==> src/rtl/uart_cmd_pkg.sv <==
// Shared types and helpers for the command-byte UART transmitter.
// Imported by uart_cmd_tx and uart_baud_gen.
package uart_cmd_pkg;

    typedef enum logic [1:0] {
        IDLE,
        START,
        DATA,
        STOP
    } state_e;

    localparam int FRAME_BITS = 10;

    function automatic int clog2(input int value);
        int w;
        w = 0;
        for (int i = 0; i < 31; i++) begin
            if ((1 << i) < value) w = i + 1;
        end
        return w;
    endfunction

endpackage

==> src/rtl/uart_baud_gen.sv <==
// Bit-period counter: counts 0..CLKS_PER_BIT-1 while enabled.
// Emits bit_tick on the last clock of each bit period.
module uart_baud_gen
    import uart_cmd_pkg::*;
#(
    parameter int CLKS_PER_BIT = 434
) (
    input  logic clk,
    input  logic reset,
    input  logic en,
    input  logic clr,
    output logic bit_tick
);

    localparam int W = clog2(CLKS_PER_BIT);
    localparam logic [W-1:0] LAST = W'(CLKS_PER_BIT - 1);

    logic [W-1:0] cnt_q;
    logic [W-1:0] cnt_d;

    assign bit_tick = en && (cnt_q == LAST);

    always_comb begin
        cnt_d = cnt_q;
        if (clr || !en || bit_tick) begin
            cnt_d = '0;
        end else begin
            cnt_d = cnt_q + 1'b1;
        end
    end

    always_ff @(posedge clk) begin
        if (reset) begin
            cnt_q <= '0;
        end else begin
            cnt_q <= cnt_d;
        end
    end

endmodule

==> src/rtl/uart_cmd_tx.sv <==
// Sends CMD_BYTE as one 8N1 frame per rising edge of cmd_level.
// busy covers the frame in flight plus a one-deep pending trigger.
module uart_cmd_tx
    import uart_cmd_pkg::*;
#(
    parameter int          CLK_HZ       = 50_000_000,
    parameter int          BAUD         = 115_200,
    parameter logic [7:0]  CMD_BYTE     = 8'h53,
    parameter int          CLKS_PER_BIT = CLK_HZ / BAUD
) (
    input  logic clk,
    input  logic reset,
    input  logic cmd_level,
    output logic uart_txd,
    output logic busy,
    output logic done
);

    if (CLKS_PER_BIT < 2) begin : g_bad_clks_per_bit
        $fatal(1, "uart_cmd_tx: CLKS_PER_BIT must be >= 2");
    end

    logic s1_q, s2_q, s3_q;
    logic trig;

    state_e     state_q, state_d;
    logic [7:0] shift_q, shift_d;
    logic [2:0] bit_q, bit_d;
    logic       pending_q, pending_d;
    logic       busy_q, busy_d;
    logic       txd_q, txd_d;
    logic       start_frame;
    logic       bit_tick;

    // s1/s2 resynchronise the PIO level; s3 turns it into a rising-edge strobe
    assign trig = s2_q & ~s3_q;

    uart_baud_gen #(
        .CLKS_PER_BIT(CLKS_PER_BIT)
    ) u_baud (
        .clk     (clk),
        .reset   (reset),
        .en      (state_q != IDLE),
        .clr     (start_frame),
        .bit_tick(bit_tick)
    );

    always_comb begin
        state_d     = state_q;
        shift_d     = shift_q;
        bit_d       = bit_q;
        pending_d   = pending_q;
        start_frame = 1'b0;

        if (trig && state_q != IDLE) pending_d = 1'b1;

        unique case (state_q)
            IDLE: begin
                if (trig || pending_q) begin
                    start_frame = 1'b1;
                    state_d     = START;
                    shift_d     = CMD_BYTE;
                    bit_d       = '0;
                    pending_d   = 1'b0;
                end
            end
            START: begin
                if (bit_tick) begin
                    state_d = DATA;
                    bit_d   = '0;
                end
            end
            DATA: begin
                if (bit_tick) begin
                    shift_d = shift_q >> 1;
                    bit_d   = bit_q + 3'd1;
                    if (bit_q == 3'd7) state_d = STOP;
                end
            end
            STOP: begin
                if (bit_tick) state_d = IDLE;
            end
            default: state_d = IDLE;
        endcase

        // line level follows the state being entered so txd stays a clean flop output
        txd_d = 1'b1;
        if (state_d == START) txd_d = 1'b0;
        if (state_d == DATA)  txd_d = shift_d[0];

        busy_d = (state_d != IDLE) || pending_d;
    end

    always_ff @(posedge clk) begin
        if (reset) begin
            s1_q      <= 1'b0;
            s2_q      <= 1'b0;
            s3_q      <= 1'b0;
            state_q   <= IDLE;
            shift_q   <= '0;
            bit_q     <= '0;
            pending_q <= 1'b0;
            busy_q    <= 1'b0;
            txd_q     <= 1'b1;
        end else begin
            s1_q      <= cmd_level;
            s2_q      <= s1_q;
            s3_q      <= s2_q;
            state_q   <= state_d;
            shift_q   <= shift_d;
            bit_q     <= bit_d;
            pending_q <= pending_d;
            busy_q    <= busy_d;
            txd_q     <= txd_d;
        end
    end

    assign uart_txd = txd_q;
    assign busy     = busy_q;
    assign done     = (state_q == STOP) && bit_tick;

endmodule

==> config.mk <==
export PLATFORM = sky130hd
export DESIGN_NAME = uart_cmd_tx
export DESIGN_NICKNAME = d
export VERILOG_FILES = /design/src/rtl/uart_cmd_pkg.sv /design/src/rtl/uart_baud_gen.sv /design/src/rtl/uart_cmd_tx.sv
export SDC_FILE = /design/constraint.sdc
export NUM_CORES = 1
export LEC_CHECK = 0
export ABC_AREA = 0
export CORE_UTILIZATION = 60
export DETAILED_ROUTE_END_ITERATION = 8
export PLACE_DENSITY = 0.9
export SYNTH_ARGS = -nofsm -noshare
export SYNTH_HDL_FRONTEND = slang
export SYNTH_SLANG_ARGS = --single-unit
export TNS_END_PERCENT = 50
==> constraint.sdc <==
create_clock -name clk -period 5.2 [get_ports clk]
set_input_delay 0.52 -clock clk [delete_from_list [all_inputs] [get_ports clk]]
set_output_delay 0.52 -clock clk [all_outputs]
set_load 0.1 [all_outputs]
==> results of run 1 <==
critical path, stage by stage, from the launching register on:
cell and delay [ps]:
dfxtp_1 450, ha_1 170, and4b_2 290, nand2_2 100, nor2_1 110, clkdlybuf4s50_1 1130
cells by family after synthesis:
logic type | Yosys count
adders and majority gates | 4
AOI/OAI and AO/OA | 19
xor gates and xnor gates | 8
and+or+nand+nor | 56
buffers and inverters | 7
DFF | 27
routing by layer:
| metal | vias to the layer above | global-route usage, % |
|---|---|---|
| met5 | - | 0 |
| met1 | 397 | 24.32 |
| met2 | 16 | 36.86 |
| met3 | 4 | 8.730 |
| li1 | 428 | - |
| met4 | 0 | 8.485 |
layout make-up:
class / instances / area (um^2)
flip-flops and latches: 27 / 540.5
inverters: 3 / 11.26
clock inverters: 1 / 8.758
repair buffers: 5 / 50.05
clock buffers: 3 / 22.52
multi-input cells: 87 / 566.8
fillers: 144 / 514.2
well taps: 25 / 31.28
power by group:
part | leakage (uW) | internal [uW] | switching [uW] | total (uW)
combinational | 0.000201 | 9.72 | 16.4 | 26.1
sequential | 0.000219 | 212 | 3.22 | 215
clock | 0.0000183 | 31.3 | 62.7 | 94.0
flip-flops by register name, indices dropped and copies added, names as in the netlist, 2 cells and up:
| register | flops |
|---|---|
| bit_q | 3 |
| shift_q | 7 |
| u_baud.cnt_q | 9 |
| state_q | 2 |
synthesized netlist by cell type, drive strengths merged:
cell type  instances
xor2               7
dfxtp             27
a211oi             1
and4b              1
a211o              1
nor2b              8
a31oi              1
and3b              1
nor2              18
and3               1
ha                 4
or2                1
nand3              4
nor3               2
nand2b             1
inv                3
and4bb             1
a21boi             1
nand4b             3
o21ai              1
and2               1
clkbuf             4
o32a               1
nor3b              1
nand2             10
a21oi              6
and4               1
a221oi             1
o31a               2
o21bai             1
xnor2              1
a22oi              3
nand4              2
final timing paths:
check	cells past startpoint	startpoint	slack (ps)	endpoint
min	1	s1_q	460	s2_q
max reg2reg	7	u_baud.cnt_q[1]	3240	uart_txd
max	5	u_baud.cnt_q[0]	2110	done
min reg2reg	1	s1_q	460	s2_q
per-stage QoR:
stage          hold slack (ps)  power, uW  cells
2_1_floorplan            413.8      239.2    121
3_3_place_gp             426.3      244.6    147
3_5_place_dp             426.2      245.7    147
4_1_cts                  462.8      340.4    151
5_1_grt                  473.1      350.2    151
6_report                 459.2      334.9    151
==> flow_metrics.tcl, run 1 <==
set metrics [dict create \
    drive_gt1_share_pct 6.349 \
    htreeDepth 1 \
    hpwl_mm 1.379 \
    worstHoldPathType "flop to flop" \
    syn_to_final_growth_pct 8.609 \
    holdBufCountCts 0 \
    synthTopCellsByArea "dfxtp_1, nor2_1, xor2_1, ha_1, nor2b_1" \
    clkTransAtPathRegs_ps 150 \
    finalHoldViolations 0 \
    setup_tns_ps 0 \
    utilization_pct 70.54 \
    syn-cell-area_um2 1134 \
    cts_tree "built" \
    fin_crit_sh_pct 59.51 \
    track_usage_pct 21.84 \
    totalWireLength_mm 1.885 \
    route.met2.wl_um 950 \
    place_congestion 0.8696 \
    cp.required_ps 4680 \
    yosys.area_share.simple_pct 27.81 \
    die_h_um 45.47 \
    worst_slew_pin_slew_ps 977.9 \
    crit_type "flop to output pin" \
    vias 845 \
    clock_latency_ps 330 \
    die_w_um 45.47 \
    fin_crit_ps 3094 \
    post_cts_buffers 0 \
    synthesis.instances 121 \
    grt_pass1_vias 792 \
    setup_viol 0 \
    wl_met1_um 821 \
    drv_cap 0 \
    antenna_found_initial 0 \
    synth_top_cell_area_share_pct 47.68 \
    rsz0062_at_grt "false" \
    path_max_fanout 6 \
    grt_max_degree 21 \
    synth_nets 128 \
    layout_common_cells "dfxtp_1, nor2_1, nand2_1, nor2b_1, xor2_1" \
    diodes 0 \
    fin_nets 134 \
    grt-ovfl-total 0 \
    dieArea_um2 2067 \
    routed_via_density 5.596 \
    synth_compound_area_share_pct 11.59 \
    stdcell_area_um2 1231 \
    synthAdderAreaFrac_pct 4.415 \
    synth_xor_xnor_area_share_pct 6.181 \
    power_density_nw_per_um2 272.0 \
    start_util_pct 64.95 \
    yosysTopAreaCell "dfxtp_1" \
    synth_mux_area_share_pct 0 \
    numCtsBuffers 3 \
    status "finished, final reports clean" \
    ys_seq_area_share_pct 47.68 \
    ys_types 34 \
    clock_skew_ps 12.44 \
    rows 15 \
    cp-end-kind "output pin" \
    relSlewSlack_pct 34.60 \
    power.leakage_uw 0.0004381 \
    highest_layer "met4" \
    drc_errors 0 \
    fp.coreArea_um2 1745 \
    detail-route-antenna-nets 0 \
    io_buffer_count 5 \
    syn_area_per_cell_um2 9.368 \
    vdd_ir_drop_max_mv 0.2623 \
    start_kind "flop" \
    fmax_mhz 323.2 \
    final.setup.worst_slack_ps 2106 \
    grt_pass1_wl_mm 3.215 \
    routedWlPerCell_um 12.48 \
    yosysWarningCount 0 \
    synth_top_family_by_area "simple AND/OR/NAND/NOR gates" \
    first_iter_violations 13 \
    boundaryPins 6 \
    ys_ff_latch 27 \
    dpl_worst_slack_ps 2465 \
    dr.pass1.iters 4 \
    cts_root_buf "clkbuf_4" \
    route.met3.wl_um 75 \
    post_dp_cell_area_um2 1200 \
    cts_sinks 27 \
    maxSlewViolCount 0 \
    cp.arrival_ps 2570 \
    layout_commonest_cell "dfxtp_1" \
    clk_path_buf_depth 2 \
    cts_resized 0 \
]
Power figures use the tool's default switching activity.
==> inputs of run 2 (changes only) <==
--- a/config.mk
+++ b/config.mk
@@ -6,9 +6,9 @@
 export NUM_CORES = 1
 export LEC_CHECK = 0
 export ABC_AREA = 0
-export CORE_UTILIZATION = 60
+export CORE_UTILIZATION = 51
 export DETAILED_ROUTE_END_ITERATION = 8
-export PLACE_DENSITY = 0.9
+export PLACE_DENSITY = 0.82
 export SYNTH_ARGS = -nofsm -noshare
 export SYNTH_HDL_FRONTEND = slang
 export SYNTH_SLANG_ARGS = --single-unit
==> constraint.sdc (replaced) <==
create_clock -name clk -period 2.7 [get_ports clk]
set_input_delay 0.27 -clock clk [delete_from_list [all_inputs] [get_ports clk]]
set_output_delay 0.27 -clock clk [all_outputs]
set_load 0.1 [all_outputs]
==> flow_metrics.tcl, run 2 (synthesized netlist as in run 1, its figures left out) <==
set metrics [dict create \
    power_density_nw_per_um2 519.7 \
    cp_cell_sequence "ha_1, and4b_2, nand2_2, nor2_1, buf_4" \
    utilization_pct 60.40 \
    holdPathStages 1 \
    relSlewSlack_pct 54.89 \
    cts_resized 0 \
    reg2reg_from "u_baud.cnt_q[1]" \
    p_sw_uw 151.4 \
    worstHoldPathType "flop to flop" \
    n_fill_cell 181 \
    start_util_pct 56.06 \
    worst_slew_pin_slew_ps 674.5 \
    htreeDepth 1 \
    multi_input_comb_area_um2 566.8 \
    dieArea_um2 2415 \
    cp.required_ps 2430 \
    crit_path_max_incr_delay_ps 450 \
    largest_reg_flops 9 \
    vdd_ir_drop_max_mv 0.4678 \
    cp-end-kind "output pin" \
    start_kind "flop" \
    fin_crit_ps 2044 \
    fmax_mhz 489.2 \
    maxSlewViolCount 0 \
    reg2regPathDepth 7 \
    diodes 0 \
    grt_max_degree 21 \
    fin_nets 134 \
    rsz0062_at_grt "false" \
    power.leakage_uw 0.0004386 \
    setup_viol 0 \
    die_h_um 49.15 \
    clock_skew_ps 3.558 \
    grt_pass1_wl_mm 3.629 \
    crit_type "flop to output pin" \
    layout_commonest_cell "dfxtp_1" \
    critPathBufInv 1 \
    path_max_fanout 6 \
    drive_gt1_share_pct 7.937 \
    layout_common_cells "dfxtp_1, nor2_1, nand2_1, nor2b_1, xor2_1" \
    grt-ovfl-total 0 \
    reg_top3 "u_baud.cnt_q: 9 flops, shift_q: 7 flops, bit_q: 3 flops" \
    seqCellArea_um2 540.5 \
    drv_cap 0 \
    power.share.clock_pct 26.8 \
    cp.arrival_ps 1770 \
    holdBufCountCts 0 \
    track_usage_pct 19.86 \
    switching_share_pct 23.86 \
    io_buffer_count 5 \
    critical_path.top_delay_family "simple AND/OR/NAND/NOR gates" \
    vias 874 \
    detail-route-antenna-nets 0 \
    cts_root_buf "clkbuf_4" \
    cts_sinks 27 \
    cts_tree "built" \
    finalHoldViolations 0 \
    place_congestion 0.7987 \
    clkTransAtPathRegs_ps 130 \
    syn_to_final_growth_pct 7.726 \
    die_w_um 49.15 \
    min_delay_worst_endpoint "s2_q" \
    clk_path_buf_depth 2 \
    first_iter_violations 12 \
    setup_tns_ps 0 \
    grt_pass1_vias 863 \
    reg2reg_slack_ps 690 \
    drc_errors 0 \
    seq_power_share_pct 65.2 \
    critPathSlowestCell "dfxtp_1" \
    antenna_found_initial 0 \
    hpwl_mm 1.509 \
    routedWlPerCell_um 13.58 \
    rows 16 \
    post_cts_buffers 0 \
    totalWireLength_mm 2.078 \
    numCtsBuffers 3 \
    dr.pass1.iters 4 \
    fin_crit_sh_pct 75.71 \
    r2r_end "uart_txd" \
    boundaryPins 6 \
    status "finished, final reports clean" \
    combPwrFrac_pct 8.0 \
    hold_path.startpoint "s1_q" \
    routed_via_density 5.712 \
    fp.coreArea_um2 2022 \
    p_int_uw 483.3 \
    clock_latency_ps 320 \
    regMostFlops "u_baud.cnt_q" \
]
-- run 2: changes by cell type in the layout (fill, tap and decap cells not counted), sizes merged --
cell           before  now
clkbuf              3    4
clkdlybuf4s50       5    2
inv                 4    3
buf                 0    3
-- run 2: worst max-delay path by stage --
stage,from,endpoint,slack [ps],depth (start not counted)
after floorplan,u_baud.cnt_q[0],done,260,4
after global placement,u_baud.cnt_q[1],uart_txd,800,7
after detailed placement,u_baud.cnt_q[1],uart_txd,720,7
after CTS,u_baud.cnt_q[0],done,660,5
after global routing,u_baud.cnt_q[0],done,520,5
final,u_baud.cnt_q[0],done,660,5
-- run 2: cell type report --
| type | instances | area share (%) |
|---|---|---|
| clock buffer | 4 | 2.152 |
| inverter | 3 | 0.9221 |
| multi-input combinational | 87 | 46.41 |
| sequential | 27 | 44.26 |
| tap | 27 | 2.766 |
| timing repair buffer | 5 | 3.484 |
-- run 2: layer usage --
metal / routed length [um] / up-vias / GRT usage, % / share of wire [%]
met5: 0 / - / 0 / 0
met4: 29 / 0 / 7.843 / 1.4
met3: 66 / 4 / 4.673 / 3.2
met2: 1091 / 18 / 36.99 / 53
met1: 890 / 422 / 21.12 / 43
li1: - / 430 / - / -
-- run 2: stage by stage --
stage                     instances  worst slack (ps)  power, uW  hold slack, ps  instance area [um^2]
after detailed placement        149             715.3      472.9           431.9                  1195
final                           153             655.9      634.7           458.8                  1221
after floorplan                 121             264.6      460.7           398.2                  1134
after global placement          149             799.0      470.6           422.7                  1195
after CTS                       153             655.8      638.0           459.0                  1221
after global routing            153             523.0      662.4           469.3                  1221
-- run 2: power by group through the flow --
stage	registers, uW	clock network (uW)	logic (uW)
CTS	414	173	51.0
global placement	422	0	48.7
floorplan	433	0	27.8
detailed placement	422	0	50.7
finish	414	170	51.0
global route	415	192	55.0
-- run 2: worst reg2reg max path: stages, from the launching register on --
cell and delay, ps:
dfxtp_1 430, inv_1 60, ha_1 170, and4b_2 280, and4_1 210, o31a_1 280, or2_0 220, o32a_1 280
